File: src/rtl/armleocpu_load_unit.sv
// Load sequencing controller: accepts one load from execute, reads the
// containing word(s) from the data port, realigns/extends via
// armleocpu_loadgen and returns the result or an exception to writeback.
// Optional feature macro: ARMLEOCPU_LOAD_MISALIGNED_SPLIT_EN executes
// misaligned loads in hardware, splitting word-crossing ones into two reads.
package armleocpu_load_pkg;
   localparam logic [2:0] LOAD_BYTE          = 3'b000;
   localparam logic [2:0] LOAD_HALF          = 3'b001;
   localparam logic [2:0] LOAD_WORD          = 3'b010;
   localparam logic [2:0] LOAD_BYTE_UNSIGNED = 3'b100;
   localparam logic [2:0] LOAD_HALF_UNSIGNED = 3'b101;

   localparam logic [1:0] CAUSE_NONE       = 2'b00;
   localparam logic [1:0] CAUSE_MISALIGNED = 2'b01;
   localparam logic [1:0] CAUSE_FAULT      = 2'b10;
   localparam logic [1:0] CAUSE_UNKNOWN    = 2'b11;
endpackage

// Realign and extend: dword_i holds {second word, first word}; for a
// single-word access the upper half is zero.
module armleocpu_loadgen
   import armleocpu_load_pkg::*;
(
   input  logic [1:0]  offset_i,
   input  logic [2:0]  type_i,
   input  logic [63:0] dword_i,
   output logic [31:0] data_o
);
   logic [31:0] shifted;

   // Move the addressed byte down to bit 0
   always_comb shifted = 32'(dword_i >> {offset_i, 3'b000});

   // Truncate to the access size and sign/zero extend
   always_comb begin
      data_o = 32'd0;
      case (type_i)
         LOAD_BYTE:          data_o = {{24{shifted[7]}}, shifted[7:0]};
         LOAD_HALF:          data_o = {{16{shifted[15]}}, shifted[15:0]};
         LOAD_WORD:          data_o = shifted;
         LOAD_BYTE_UNSIGNED: data_o = {24'd0, shifted[7:0]};
         LOAD_HALF_UNSIGNED: data_o = {16'd0, shifted[15:0]};
         default:            data_o = 32'd0;
      endcase
   end
endmodule

module armleocpu_load_unit
   import armleocpu_load_pkg::*;
(
   input  logic                        clk,
   input  logic                        rst,
   input  logic                        flush,
   armleocpu_load_unit_if.slave        bus
);
   typedef enum logic [2:0] {IDLE, ISSUE, WAIT, DRAIN, RESP} state_t;

   state_t      state_q, state_d;
   logic [31:0] addr_q, addr_d;
   logic [2:0]  type_q, type_d;
   logic [4:0]  rd_q, rd_d;
   logic [31:0] data_q, data_d;
   logic        exc_q, exc_d;
   logic [1:0]  cause_q, cause_d;
`ifdef ARMLEOCPU_LOAD_MISALIGNED_SPLIT_EN
   logic        pass_q, pass_d;    // 1 while fetching the second word
   logic [31:0] first_q, first_d;  // first word of a crossing load
`endif

   logic        req_ready;
   logic        req_fire;
   logic [63:0] lg_dword;
   logic [31:0] lg_data;

   function automatic logic type_known(input logic [2:0] t);
      return (t == LOAD_BYTE) || (t == LOAD_HALF) || (t == LOAD_WORD) ||
             (t == LOAD_BYTE_UNSIGNED) || (t == LOAD_HALF_UNSIGNED);
   endfunction

   function automatic logic is_half(input logic [2:0] t);
      return (t == LOAD_HALF) || (t == LOAD_HALF_UNSIGNED);
   endfunction

`ifdef ARMLEOCPU_LOAD_MISALIGNED_SPLIT_EN
   // Access spills into the next word: any unaligned word, or a half at offset 3
   function automatic logic crosses(input logic [1:0] off, input logic [2:0] t);
      return ((t == LOAD_WORD) && (off != 2'b00)) || (is_half(t) && (off == 2'b11));
   endfunction
`else
   function automatic logic misaligned(input logic [1:0] off, input logic [2:0] t);
      return ((t == LOAD_WORD) && (off != 2'b00)) || (is_half(t) && off[0]);
   endfunction
`endif

   assign req_ready = (state_q == IDLE) && !flush;
   assign req_fire  = bus.req_valid && req_ready;

`ifdef ARMLEOCPU_LOAD_MISALIGNED_SPLIT_EN
   assign lg_dword = pass_q ? {bus.mem_rdata, first_q} : {32'd0, bus.mem_rdata};
`else
   assign lg_dword = {32'd0, bus.mem_rdata};
`endif

   armleocpu_loadgen u_loadgen (
      .offset_i (addr_q[1:0]),
      .type_i   (type_q),
      .dword_i  (lg_dword),
      .data_o   (lg_data)
   );

   // Next-state and response capture
   always_comb begin
      state_d = state_q;
      addr_d  = addr_q;
      type_d  = type_q;
      rd_d    = rd_q;
      data_d  = data_q;
      exc_d   = exc_q;
      cause_d = cause_q;
`ifdef ARMLEOCPU_LOAD_MISALIGNED_SPLIT_EN
      pass_d  = pass_q;
      first_d = first_q;
`endif
      case (state_q)
         IDLE: begin
            if (req_fire) begin
               addr_d = bus.req_addr;
               type_d = bus.req_type;
               rd_d   = bus.req_rd;
`ifdef ARMLEOCPU_LOAD_MISALIGNED_SPLIT_EN
               pass_d = 1'b0;
`endif
               if (!type_known(bus.req_type)) begin
                  state_d = RESP;
                  data_d  = 32'd0;
                  exc_d   = 1'b1;
                  cause_d = CAUSE_UNKNOWN;
               end
`ifndef ARMLEOCPU_LOAD_MISALIGNED_SPLIT_EN
               else if (misaligned(bus.req_addr[1:0], bus.req_type)) begin
                  state_d = RESP;
                  data_d  = 32'd0;
                  exc_d   = 1'b1;
                  cause_d = CAUSE_MISALIGNED;
               end
`endif
               else begin
                  state_d = ISSUE;
               end
            end
         end
         ISSUE: begin
            // A flush that coincides with mem_ready still owes us a beat
            if (flush)
               state_d = bus.mem_ready ? DRAIN : IDLE;
            else if (bus.mem_ready)
               state_d = WAIT;
         end
         WAIT: begin
            if (flush) begin
               state_d = bus.mem_rvalid ? IDLE : DRAIN;
            end else if (bus.mem_rvalid) begin
               if (bus.mem_rerror) begin
                  state_d = RESP;
                  data_d  = 32'd0;
                  exc_d   = 1'b1;
                  cause_d = CAUSE_FAULT;
               end
`ifdef ARMLEOCPU_LOAD_MISALIGNED_SPLIT_EN
               else if (!pass_q && crosses(addr_q[1:0], type_q)) begin
                  state_d = ISSUE;
                  pass_d  = 1'b1;
                  first_d = bus.mem_rdata;
               end
`endif
               else begin
                  state_d = RESP;
                  data_d  = lg_data;
                  exc_d   = 1'b0;
                  cause_d = CAUSE_NONE;
               end
            end
         end
         DRAIN: begin
            if (bus.mem_rvalid)
               state_d = IDLE;
         end
         RESP: begin
            if (flush || bus.resp_ready)
               state_d = IDLE;
         end
         default: state_d = IDLE;
      endcase
   end

   // State and captured request/response registers
   always_ff @(posedge clk) begin
      if (rst) begin
         state_q <= IDLE;
         addr_q  <= 32'd0;
         type_q  <= 3'd0;
         rd_q    <= 5'd0;
         data_q  <= 32'd0;
         exc_q   <= 1'b0;
         cause_q <= CAUSE_NONE;
`ifdef ARMLEOCPU_LOAD_MISALIGNED_SPLIT_EN
         pass_q  <= 1'b0;
         first_q <= 32'd0;
`endif
      end else begin
         state_q <= state_d;
         addr_q  <= addr_d;
         type_q  <= type_d;
         rd_q    <= rd_d;
         data_q  <= data_d;
         exc_q   <= exc_d;
         cause_q <= cause_d;
`ifdef ARMLEOCPU_LOAD_MISALIGNED_SPLIT_EN
         pass_q  <= pass_d;
         first_q <= first_d;
`endif
      end
   end

   assign bus.req_ready  = req_ready;
   assign bus.mem_valid  = (state_q == ISSUE);
`ifdef ARMLEOCPU_LOAD_MISALIGNED_SPLIT_EN
   // Second pass reads the following word, wrapping at the top of memory
   assign bus.mem_addr   = (state_q == ISSUE) ?
                           ({addr_q[31:2], 2'b00} + (pass_q ? 32'd4 : 32'd0)) : 32'd0;
`else
   assign bus.mem_addr   = (state_q == ISSUE) ? {addr_q[31:2], 2'b00} : 32'd0;
`endif
   assign bus.resp_valid = (state_q == RESP);
   assign bus.resp_data  = data_q;
   assign bus.resp_rd    = rd_q;
   assign bus.resp_exc   = exc_q;
   assign bus.resp_cause = cause_q;
endmodule
File: src/rtl/armleocpu_load_unit_if.sv
// Request, data-bus and response signals of the load unit.
// slave  : the load unit itself.
// master : the surrounding pipeline and data port that drive it.
interface armleocpu_load_unit_if;
   logic        req_valid;
   logic        req_ready;
   logic [31:0] req_addr;
   logic [2:0]  req_type;
   logic [4:0]  req_rd;

   logic        mem_valid;
   logic        mem_ready;
   logic [31:0] mem_addr;
   logic        mem_rvalid;
   logic [31:0] mem_rdata;
   logic        mem_rerror;

   logic        resp_valid;
   logic        resp_ready;
   logic [31:0] resp_data;
   logic [4:0]  resp_rd;
   logic        resp_exc;
   logic [1:0]  resp_cause;

   modport slave (
      input  req_valid, req_addr, req_type, req_rd,
      input  mem_ready, mem_rvalid, mem_rdata, mem_rerror,
      input  resp_ready,
      output req_ready, mem_valid, mem_addr,
      output resp_valid, resp_data, resp_rd, resp_exc, resp_cause
   );

   modport master (
      output req_valid, req_addr, req_type, req_rd,
      output mem_ready, mem_rvalid, mem_rdata, mem_rerror,
      output resp_ready,
      input  req_ready, mem_valid, mem_addr,
      input  resp_valid, resp_data, resp_rd, resp_exc, resp_cause
   );
endinterface

File: src/flat_wrapper.sv
// flat-port wrapper written by rule: the top's interface ports become plain ports
module armleocpu_load_unit_flat import armleocpu_load_pkg::*;
  (clk, rst, flush, bus_req_valid, bus_req_addr, bus_req_type, bus_req_rd, bus_mem_ready, bus_mem_rvalid, bus_mem_rdata, bus_mem_rerror, bus_resp_ready, bus_req_ready, bus_mem_valid, bus_mem_addr, bus_resp_valid, bus_resp_data, bus_resp_rd, bus_resp_exc, bus_resp_cause);
  armleocpu_load_unit_if bus_i ();
  input  logic clk;
  input  logic rst;
  input  logic flush;
  input wire logic [$bits(bus_i.req_valid)-1:0] bus_req_valid;
  input wire logic [$bits(bus_i.req_addr)-1:0] bus_req_addr;
  input wire logic [$bits(bus_i.req_type)-1:0] bus_req_type;
  input wire logic [$bits(bus_i.req_rd)-1:0] bus_req_rd;
  input wire logic [$bits(bus_i.mem_ready)-1:0] bus_mem_ready;
  input wire logic [$bits(bus_i.mem_rvalid)-1:0] bus_mem_rvalid;
  input wire logic [$bits(bus_i.mem_rdata)-1:0] bus_mem_rdata;
  input wire logic [$bits(bus_i.mem_rerror)-1:0] bus_mem_rerror;
  input wire logic [$bits(bus_i.resp_ready)-1:0] bus_resp_ready;
  output wire logic [$bits(bus_i.req_ready)-1:0] bus_req_ready;
  output wire logic [$bits(bus_i.mem_valid)-1:0] bus_mem_valid;
  output wire logic [$bits(bus_i.mem_addr)-1:0] bus_mem_addr;
  output wire logic [$bits(bus_i.resp_valid)-1:0] bus_resp_valid;
  output wire logic [$bits(bus_i.resp_data)-1:0] bus_resp_data;
  output wire logic [$bits(bus_i.resp_rd)-1:0] bus_resp_rd;
  output wire logic [$bits(bus_i.resp_exc)-1:0] bus_resp_exc;
  output wire logic [$bits(bus_i.resp_cause)-1:0] bus_resp_cause;
  assign bus_i.req_valid = bus_req_valid;
  assign bus_i.req_addr = bus_req_addr;
  assign bus_i.req_type = bus_req_type;
  assign bus_i.req_rd = bus_req_rd;
  assign bus_i.mem_ready = bus_mem_ready;
  assign bus_i.mem_rvalid = bus_mem_rvalid;
  assign bus_i.mem_rdata = bus_mem_rdata;
  assign bus_i.mem_rerror = bus_mem_rerror;
  assign bus_i.resp_ready = bus_resp_ready;
  assign bus_req_ready = bus_i.req_ready;
  assign bus_mem_valid = bus_i.mem_valid;
  assign bus_mem_addr = bus_i.mem_addr;
  assign bus_resp_valid = bus_i.resp_valid;
  assign bus_resp_data = bus_i.resp_data;
  assign bus_resp_rd = bus_i.resp_rd;
  assign bus_resp_exc = bus_i.resp_exc;
  assign bus_resp_cause = bus_i.resp_cause;
  armleocpu_load_unit u_core (.clk(clk), .rst(rst), .flush(flush), .bus(bus_i));
endmodule
File: config.mk
export PLATFORM = sky130hd
export DESIGN_NAME = armleocpu_load_unit_flat
export DESIGN_NICKNAME = d
export VERILOG_FILES = /design/src/rtl/armleocpu_load_unit.sv /design/src/rtl/armleocpu_load_unit_if.sv /design/src/flat_wrapper.sv
export SDC_FILE = /design/constraint.sdc
export NUM_CORES = 1
export LEC_CHECK = 0
export CORE_UTILIZATION = 43
export DETAILED_ROUTE_END_ITERATION = 7
export PLACE_DENSITY = 0.88
export SLEW_MARGIN = 40
export SYNTH_ARGS = -nofsm -noshare
export SYNTH_HDL_FRONTEND = slang
export SYNTH_SLANG_ARGS = --single-unit
File: constraint.sdc
create_clock -name clk -period 2.5 [get_ports clk]
set_clock_uncertainty 0.15 [all_clocks]
set_input_delay 0.25 -clock clk [delete_from_list [all_inputs] [get_ports clk]]
set_output_delay 0.25 -clock clk [all_outputs]
set_load 0.02 [all_outputs]
==> impl_results.md, run 1 <==
- FP Rows: 33
- Synth area leader: dfxtp_1
- Worst Hold Class: input port to register
- Clk slew on worst S/H paths: roughly 80 ps
- First drt pass iteration count: 5
- Cell variety after synth: 46
- Die Ht: between 90 and 100 um
- Unrepaired setup endpoints after global routing: no
- Antenna Nets Post-Route: 0
- TritonCTS Sinks: between 70 and 80
- CTS tree: yes
- Layout area overhead: 50.0%
- Initial Util: between 40 and 50%
- I/O pins: 155
- Sequential fraction of the synthesis area: between 40% and 50%
- Total track usage: 24.6%
- Ys flop type: dfxtp_1
- Cell Count, Final, Fillers Out: roughly 700
- Leak Pwr: roughly 2.3 nW
- Dpl hpwl: between 8000 and 9000 um
- Worst Tran Pin Value: roughly 630 ps
- Initial antenna violation count: 0
- CTS buffer count: 9
- Drt initial violations: 230
- Maxcap violations: 0
- Worst vdd ir: between 0.0003 and 0.0004 V
- Crit path kind: register to output pin
- Final hold viol count: 0
- Latest clock arrival within the worst-skew pair: approximately 340 ps
- Vias/cell: 5.49
- Comb power frac: between 30% and 40%
- Max Slew Vio Count: 0
- Power density cells: 687 nW/um2
- Mapped cell area: approximately 3800 um2
- DRC violations left: 0
- Syn. warnings: 0
- Remaining Overflow, GRT: 0
- Fmax: 413 MHz
- Routability cong.: approximately 0.89
- Inserted Diodes: 0
- Critical Path RT: around 2100 ps
- Buffers on Ports: 152
- Net count, final: 673
- Fill count: 668
- CP arrival: 2020 ps
- Top cells by area, synth: dfxtp_1 41%, mux2i_1 9.5%, nand2_1 8.3%
- Crit path time final: roughly 2400 ps
- Clock Power Share: between 20% and 30%
- Via count: around 3.9k
- Placed insts: 685
- Yosys reg bits: around 80
- CTS max path bufs: 2
- Final period util: a little over nine tenths
- P_sw: 1.29 mW
- Ys async rst share: 0%
- Die width: between 90 and 100 um
- Flop pwr share: a little under two fifths
- Layout cells sized above 1: around 7.5%
- Cell-internal power: roughly 2.6 mW
- Largest net degree at the start of global routing: 36
- Global-route wire length before repair: 17600 um
- Final hold slack: around 260 ps
- Switch share: 32.7%
- Status: completed
- Slew margin rel.: a little under three fifths
- Syn Area/Cell: between 8 and 9 um2
- H-tree levels: 3
- Worst setup SP type: register
- Die ar.: a little over 9000 um2
- Worst-path fanout max: 21
- Floorplan core area: around 8400 um2
- Final setup fails: 0
- WL/cell: about 16 um
- Root Driver: clkbuf_8
- Post-synth EDFFs: 0
- Syn Inst Count: 451
- CP Capture Type: output pin
- Number of global-route vias before repair: about 3.8k
- Share of the synthesized area in the top cell type: between 40% and 50%
- Drt total wl: about 11000 um
[cells in the mapped netlist, drive strengths merged, types with 2 or more instances]
master and number:
nand2 84, dfxtp 78, a21oi 54, mux2i 36
and2 33, a211o 24, buf 21, clkbuf 19
nor3 17, o21ai 14, nand3 10, and3 9
a2bb2oi 8, nor2 7, inv 3, nand2b 3
nor3b 3, nor4 3, nand4 2, nor2b 2
o211ai 2, o21a 2
[sequential cells by signal, indices dropped and copies added (netlist names)]
name and cells:
u_core.bus.resp_cause 2, u_core.addr_q 32, u_core.state_q 3, u_core.bus.resp_exc 1
u_core.bus.resp_rd 5, u_core.bus.resp_data 32, u_core.type_q 3
[critical path: stages (launching register included)]
cell,delay (ps)
dfxtp_2,420
nor3b_4,300
buf_12,180
and2_1,140
clkdlybuf4s50_1,630
[per-stage QoR]
| step | setup TNS (ps) | util (%) | setup WS, ps | power [mW] | instance area, um2 |
|---|---|---|---|---|---|
| global placement | -1750 | 64.8 | -74.2 | 2.74 | 5440 |
| detailed placement | 0 | 64.9 | 147 | 2.79 | 5440 |
| global route | 0 | 68.2 | 13.5 | 4.12 | 5720 |
| finish | 0 | 68.2 | 81.4 | 3.93 | 5720 |
| CTS | 0 | 68.0 | 38.8 | 3.93 | 5700 |
| floorplan | 0 | - | 318 | 2.26 | 3820 |
[kinds of logic after synthesis]
group	Yosys count	share of synthesized area (%)
muxes	37	9.75
buffers and inverters	43	5.32
other	1	0.0984
DFF	78	41.0
AOI/OAI and AO/OA	113	19.8
and+or+nand+nor	179	24.1
[cell type report]
type / instances / area, um2 / area share [%]
Multi-Input combinational cell: 331 / 2070 / 36.2
Timing Repair Buffer: 170 / 1700 / 29.8
Sequential cell: 78 / 1560 / 27.4
Tap cell: 105 / 131 / 2.30
Clock buffer: 10 / 128 / 2.23
Clock inverter: 6 / 110 / 1.93
Inverter: 3 / 11.3 / 0.197
[timing repair]
action | CTS | global route
setup buffers | 1 | 1
endpoints found under the setup margin | 30 | 30
gates cloned | 0 | 0
resized for setup | 2 | 6
pin swaps | 1 | 1
hold buffers | 0 | 0
[per-layer routing]
| metal | global-route usage [%] | vias to the layer above | share of wire (%) |
|---|---|---|---|
| met3 | 6.40 | 27 | 6.9 |
| met1 | 27.8 | 1818 | 39 |
| met5 | 0 | - | 0 |
| li1 | - | 1862 | - |
| met2 | 43.0 | 151 | 51 |
| met4 | 11.1 | 0 | 2.7 |
[power groups by stage]
stage | combinational, mW | sequential, mW | clock [mW]
2_1_floorplan | 0.768 | 1.49 | 0
3_3_place_gp | 1.25 | 1.50 | 0
3_5_place_dp | 1.29 | 1.50 | 0
4_1_cts | 1.31 | 1.48 | 1.14
5_1_grt | 1.43 | 1.50 | 1.20
6_report | 1.32 | 1.49 | 1.12
[cells in the final DEF, fill, tap and decap left out, types with 2 or more instances in the layout]
| cell | count |
|---|---|
| a211o_1 | 24 |
| a21oi_1 | 53 |
| a2bb2oi_1 | 8 |
| and2_1 | 33 |
| and3_1 | 9 |
| buf_12 | 3 |
| buf_4 | 15 |
| bufinv_16 | 3 |
| clkbuf_8 | 9 |
| clkdlybuf4s50_1 | 146 |
| clkinvlp_4 | 2 |
| conb_1 | 2 |
| dfxtp_1 | 76 |
| dfxtp_2 | 2 |
| dlymetal6s2s_1 | 5 |
| inv_1 | 3 |
| mux2i_1 | 36 |
| nand2_1 | 84 |
| nand2b_1 | 3 |
| nand3_1 | 10 |
| nor2_1 | 7 |
| nor2b_1 | 2 |
| nor3_1 | 17 |
| nor3b_1 | 2 |
| nor4_1 | 2 |
| o211ai_1 | 2 |
| o21a_1 | 2 |
| o21ai_0 | 13 |
[path summary, 6_finish.rpt]
kind | slack (ps) | cells after the start | endpoint | start
worst max-delay path | 80 | 4 | bus_mem_addr[23] | u_core.state_q[2]
worst max register to register | 320 | 5 | u_core.bus.resp_data[11] | u_core.state_q[0]
worst min register to register | 300 | 2 | u_core.addr_q[28] | u_core.addr_q[28]
worst min-delay path | 260 | 3 | u_core.bus.resp_data[6] | rst
Note: power is estimated with default switching activity, not from simulation.
==> run 2, diff against run 1 <==
--- a/config.mk
+++ b/config.mk
@@ -5,9 +5,10 @@
 export SDC_FILE = /design/constraint.sdc
 export NUM_CORES = 1
 export LEC_CHECK = 0
-export CORE_UTILIZATION = 43
+export ABC_CLOCK_PERIOD_IN_PS = 3000
+export CORE_UTILIZATION = 47
 export DETAILED_ROUTE_END_ITERATION = 7
-export PLACE_DENSITY = 0.88
+export PLACE_DENSITY = 0.94
 export SLEW_MARGIN = 40
 export SYNTH_ARGS = -nofsm -noshare
 export SYNTH_HDL_FRONTEND = slang
==> constraint.sdc (replaced) <==
create_clock -name clk -period 3 [get_ports clk]
set_clock_uncertainty 0.15 [all_clocks]
set_input_delay 0.3 -clock clk [delete_from_list [all_inputs] [get_ports clk]]
set_output_delay 0.3 -clock clk [all_outputs]
set_load 0.02 [all_outputs]
==> run 2 against run 1 <==
Net effect:
- clock-buffer cell count grew 1
- largest power group unchanged
- hold slack gained 40 ps
- critical path type unchanged
- total power shrank 17%
- via count grew 0.23%
- critical endpoint is now bus_mem_addr[19]
- combinational power shrank 20%
- critical path depth is the same
==> impl_results.md, run 2 (same netlist as run 1, synthesis figures left out) <==
- Buffers on Ports: 152 (unchanged)
- Layout cells sized above 1: 6.26% (was 7.53%)
- Slowest cell delay on critical path: 640 ps (was 630 ps)
- Worst vdd ir: 0.000432 V (was 0.000344 V)
- Tot Pwr: 3.27 mW (was 3.93 mW)
- Drt initial violations: 229 (was 230)
- Comb power frac: 32.0% (was 33.6%)
- Final setup TNS: 0 ps (unchanged)
- Worst-path cell chain: nor3b_2, buf_4, and2_1, clkdlybuf4s50_1 (was nor3b_4, buf_12, and2_1, clkdlybuf4s50_1)
- Max Slew Vio Count: 0 (unchanged)
- Initial Util: 49.1% (was 45.5%)
- Largest net degree at the start of global routing: 54 (was 36)
- Via count: 3867 (was 3858)
- Remaining Overflow, GRT: 0 (unchanged)
- Flop pwr share: 37.9% (was 37.8%)
- Antenna Nets Post-Route: 0 (unchanged)
- Met2 Use GR: 48.3% (was 43.0%)
- Final setup fails: 0 (unchanged)
- CTS tree: yes (unchanged)
- Cells resized by post-CTS repair: 0 (was 2)
- Latest clock arrival within the worst-skew pair: 340 ps (about the same)
- FP Rows: 32 (was 33)
- Grt met1 use: 33.5% (was 27.8%)
- Root Driver: clkbuf_8 (unchanged)
- Fmax: approximately 360 MHz
- Drt total wl: 11600 um (was 11300 um)
- I/O pins: 155 (unchanged)
- CTS buffer count: 9 (unchanged)
- Unrepaired setup endpoints after global routing: no (unchanged)
- Crit path time final: 2780 ps
- Maxcap violations: 0 (unchanged)
- Met3 Track Usage GR: 3.90% (was 6.40%)
- Number of global-route vias before repair: 3758 (was 3792)
- Slowest-stage cell, CP: dfxtp_1 (was clkdlybuf4s50_1)
- Inserted Diodes: 0 (unchanged)
- Power density cells: 580 nW/um2 (was 687 nW/um2)
- Slew margin rel.: 47.4% (was 56.7%)
- Worst Hold Class: register to register (was input port to register)
- Die width: 92.1 um (was 96.2 um)
- Most utilized layer in the global route result: met2 (unchanged)
- H-tree levels: 3 (unchanged)
- Net count, final: 666 (was 673)
- TritonCTS Sinks: 78 (unchanged)
- First drt pass iteration count: 7 (was 5)
- Worst setup SP type: register (unchanged)
- Dpl hpwl: 8360 um (was 8500 um)
- DRC violations left: 0 (unchanged)
- P_sw: 1.07 mW (was 1.29 mW)
- Die ar.: 8480 um2 (was 9250 um2)
- Routability cong.: 0.893 (was 0.892)
- Most frequent cells in the layout: 151 x clkdlybuf4s50_1, 84 x nand2_1, 78 x dfxtp_1 (was 146 x clkdlybuf4s50_1, 84 x nand2_1, 76 x dfxtp_1)
- CP Capture Type: output pin (unchanged)
- Die Ht: 92.1 um (was 96.2 um)
- Post-CTS Setup Repair Bufs: 0 (was 1)
- Final hold viol count: 0 (unchanged)
- Worst-path fanout max: 23 (was 21)
- CP arrival: 2330 ps (was 2020 ps)
- Critical Path RT: 2550 ps (was 2100 ps)
- Leak Pwr: 2.17 nW (was 2.30 nW)
- Clock Power Share: 30.1% (was 28.6%)
- Worst path bufs/invs: 2 (unchanged)
- Most common cell after layout, fill and taps aside: clkdlybuf4s50_1 (unchanged)
- Clk slew on worst S/H paths: 80 ps (about the same)
- CTS max path bufs: 2 (unchanged)
- Vias/cell: 5.58 (was 5.49)
- Crit path kind: register to output pin (unchanged)
- Cell family with most CP delay: buffers and inverters (unchanged)
- Post-CTS Hold Buffers: 0 (unchanged)
- Initial antenna violation count: 0 (unchanged)
- Status: completed (unchanged)
- Worst Tran Pin Value: 787 ps (was 632 ps)
- Final period util: between 90 and 100%
- Global-route wire length before repair: 18500 um (was 17600 um)
- Switch share: 32.8% (was 32.7%)
- WL/cell: 16.8 um (was 16.1 um)
- Floorplan core area: 7770 um2 (was 8380 um2)
- Cell-internal power: 2.20 mW (was 2.64 mW)
- Total track usage: 27.6% (was 24.6%)
- Layout area overhead: 47.8% (was 50.0%)
run 2: changes by cell type in the layout (fill, tap and decap cells not counted), sizes merged:
| cell | delta |
|---|---|
| clkbuf | +1 |
| dlymetal6s2s | -5 |
| clkinv | -1 |
| clkdlybuf4s50 | +5 |
| buf | -7 |
run 2: per-layer routing:
metal / vias to the layer above / routed length [um]
met5: - / 0
met4: 0 / 307
met3: 24 / 645
met2: 152 / 6010
met1: 1845 / 4680
li1: 1846 / -
run 2: final timing paths:
check	cells past startpoint	slack [ps]	startpoint	to
worst max-delay path	4	220	u_core.state_q[0]	bus_mem_addr[19]
worst min-delay path	2	300	u_core.addr_q[22]	u_core.addr_q[22]
worst max register to register	4	690	u_core.state_q[1]	u_core.bus.resp_data[10]
worst min register to register	2	300	u_core.addr_q[22]	u_core.addr_q[22]
run 2: final cells by class:
cell class / count / area (um2)
clock buffer: 11 / 151
clock inverter: 5 / 105
fill: 566 / 2130
inverter: 3 / 11.3
multi-input combinational: 331 / 2060
sequential: 78 / 1560
tap: 102 / 128
timing repair buffer: 163 / 1610
run 2: stage by stage:
step | area [um2] | setup WS (ps) | hold WS, ps | utilization [%] | instances
final | 5630 | 216 | 303 | 72.5 | 693
after CTS | 5630 | 207 | 305 | 72.5 | 693
after global routing | 5630 | 98.6 | 320 | 72.5 | 693
after global placement | 5370 | 443 | 287 | 69.1 | 677
after floorplan | 3820 | 818 | 282 | - | 452
after detailed placement | 5380 | 512 | 294 | 69.2 | 677
run 2: worst register-to-register path, stage by stage (launching register included):
cell     delay, ps
dfxtp_1        560
nor4b_4        470
and4_1         460
and4b_1        440
a211o_1        180
run 2: power by group through the flow:
stage	clock network [mW]	registers (mW)	logic, mW
floorplan	0	1.24	0.640
global placement	0	1.25	0.989
detailed placement	0	1.26	1.03
CTS	0.989	1.24	1.04
global route	1.05	1.25	1.13
finish	0.983	1.24	1.05
==> run 3, diff against run 2 <==
--- a/config.mk
+++ b/config.mk
@@ -6,6 +6,7 @@
 export NUM_CORES = 1
 export LEC_CHECK = 0
 export ABC_CLOCK_PERIOD_IN_PS = 3000
+export CORE_MARGIN = 4
 export CORE_UTILIZATION = 47
 export DETAILED_ROUTE_END_ITERATION = 7
 export PLACE_DENSITY = 0.94
==> run 3 against run 2 <==
Net effect:
- fmax shrank 0.61%
- first-iteration DRC count shrank 11%
- die area rose by 13%
- critical path type unchanged
- sequential share of layout area is 0.19 points higher
- largest power group unchanged
- via count up 0.67%
- routed wire length is 5.7% higher
==> impl_results.md, run 3 (same netlist as run 1, synthesis figures left out) <==
- Worst Tran Pin Value: 636 ps (was 787 ps)
- Status: completed (unchanged)
- Dpl hpwl: 9110 um (was 8360 um)
- Number of global-route vias before repair: 4027 (was 3758)
- FP Rows: 32 (unchanged)
- Crit path kind: register to output pin (unchanged)
- Unrepaired setup endpoints after global routing: no (unchanged)
- Largest net degree at the start of global routing: 36 (was 54)
- Final hold viol count: 0 (unchanged)
- Multi-input combinational cell area: 2060 um2 (unchanged)
- CP Launch Point: u_core.state_q[2] (was u_core.state_q[0])
- Worst-path fanout max: 29 (was 23)
- Fill count: 587 (was 566)
- Reg area: 1560 um2 (unchanged)
- Die width: 98.1 um (was 92.1 um)
- Drt total wl: 12300 um (was 11600 um)
- Most common cell after layout, fill and taps aside: clkdlybuf4s50_1 (unchanged)
- H-tree levels: 3 (unchanged)
- Net count, final: 667 (was 666)
- Via count: 3893 (was 3867)
- Final worst slack: 199 ps (was 216 ps)
- Worst Hold Depth: 2 (unchanged)
- Root Driver: clkbuf_8 (unchanged)
- CP Capture Type: output pin (unchanged)
- Reg2reg path depth: 4 (unchanged)
- Worst vdd ir: 0.000353 V (was 0.000432 V)
- CP arrival: 2350 ps (was 2330 ps)
- Crit path time final: 2800 ps (was 2780 ps)
- Cell family with most CP delay: buffers and inverters (unchanged)
- Die ar.: 9620 um2 (was 8480 um2)
- Die Ht: 98.1 um (was 92.1 um)
- Layout cells sized above 1: 6.10% (was 6.26%)
- Initial antenna violation count: 0 (unchanged)
- Global-route wire length before repair: 19800 um (was 18500 um)
- Buffers on Ports: 152 (unchanged)
- Leak Pwr: 2.16 nW (was 2.17 nW)
- Worst setup SP type: register (unchanged)
- Final period util: 93.4% (was 92.8%)
- Final hold slack: 301 ps (was 303 ps)
- Fmax: 357 MHz (was 359 MHz)
- CTS max path bufs: 2 (unchanged)
- Area post-placement: 5380 um2 (about the same)
- Drt initial violations: 203 (was 229)
- Pre-CTS WS: 422 ps (was 512 ps)
- I/O pins: 155 (unchanged)
- Reg2reg start: u_core.state_q[2] (was u_core.state_q[1])
- Clk slew on worst S/H paths: 80 ps (about the same)
- DRC violations left: 0 (unchanged)
- Routability cong.: 0.887 (was 0.893)
- Placed insts: 678 (was 677)
- Hold Crit Start: u_core.addr_q[15] (was u_core.addr_q[22])
- Initial Util: 48.8% (was 49.1%)
- Remaining Overflow, GRT: 0 (unchanged)
- Final setup fails: 0 (unchanged)
- Total track usage: 25.3% (was 27.6%)
- Worst Hold Class: register to register (unchanged)
- Inserted Diodes: 0 (unchanged)
- Post-CTS Setup Repair Bufs: 0 (unchanged)
- Crit. path cell count: 4 (unchanged)
- Slew margin rel.: 56.4% (was 47.4%)
- Slowest cell delay on critical path: 640 ps (about the same)
- CTS tree: yes (unchanged)
- Cell Count, Final, Fillers Out: 692 (was 693)
- Post-route cell area: 5590 um2 (was 5630 um2)
- Layout area overhead: 46.7% (was 47.8%)
- TritonCTS Sinks: 78 (unchanged)
- First drt pass iteration count: 5 (was 7)
- Maxcap violations: 0 (unchanged)
- Final setup TNS: 0 ps (unchanged)
- Max Slew Vio Count: 0 (unchanged)
- CTS buffer count: 9 (unchanged)
- Critical Path RT: 2550 ps (about the same)
- Most frequent cells in the layout: 151 x clkdlybuf4s50_1, 84 x nand2_1, 78 x dfxtp_1 (unchanged)
- Tot Pwr: 3.15 mW (was 3.27 mW)
- Worst path bufs/invs: 2 (unchanged)
- Latest clock arrival within the worst-skew pair: 350 ps (was 340 ps)
- Antenna Nets Post-Route: 0 (unchanged)
- Post-CTS Hold Buffers: 0 (unchanged)
- WL/cell: 17.8 um (was 16.8 um)
- Cells resized by post-CTS repair: 0 (unchanged)
- Slowest-stage cell, CP: clkdlybuf4s50_1 (was dfxtp_1)
- Utilization after layout: 71.7% (was 72.5%)
- Worst-path cell chain: nor3b_2, buf_12, and2_1, clkdlybuf4s50_1 (was nor3b_2, buf_4, and2_1, clkdlybuf4s50_1)
- Vias/cell: 5.63 (was 5.58)
- Power density cells: 563 nW/um2 (was 580 nW/um2)
- Floorplan core area: 7810 um2 (was 7770 um2)
## run 3: worst paths after layout
check | end | slack, ps
setup / recovery | bus_mem_addr[16] | 200
hold / removal | u_core.addr_q[15] | 300
setup reg to reg | u_core.bus.resp_data[10] | 640
hold reg to reg | u_core.addr_q[15] | 300
## run 3: tightest hold or removal path: stages (launching register included)
cell     delay (ps)
dfxtp_1         310
nand2_1          50
a21oi_1          50
## run 3: cell type report
class                   count  share of cell area [%]
repair buffers            164                    28.9
well taps                 102                    2.28
clock inverters             4                    1.30
flip-flops and latches     78                    27.9
clock buffers              10                    2.46
inverters                   3                   0.201
multi-input cells         331                    36.9
## run 3: layer usage
metal | track usage, % | vias to the layer above | wire length (um)
li1 | - | 1850 | -
met1 | 28.6 | 1840 | 4720
met2 | 44.1 | 159 | 6320
met3 | 5.14 | 44 | 770
met4 | 14.1 | 0 | 495
met5 | 0 | - | 0
## run 3: power by group
part | total, mW | internal, mW | switching [mW]
Combinational | 1.09 | 0.471 | 0.621
Sequential | 1.21 | 1.14 | 0.0704
Clock | 0.849 | 0.481 | 0.369
Total | 3.15 | 2.09 | 1.06
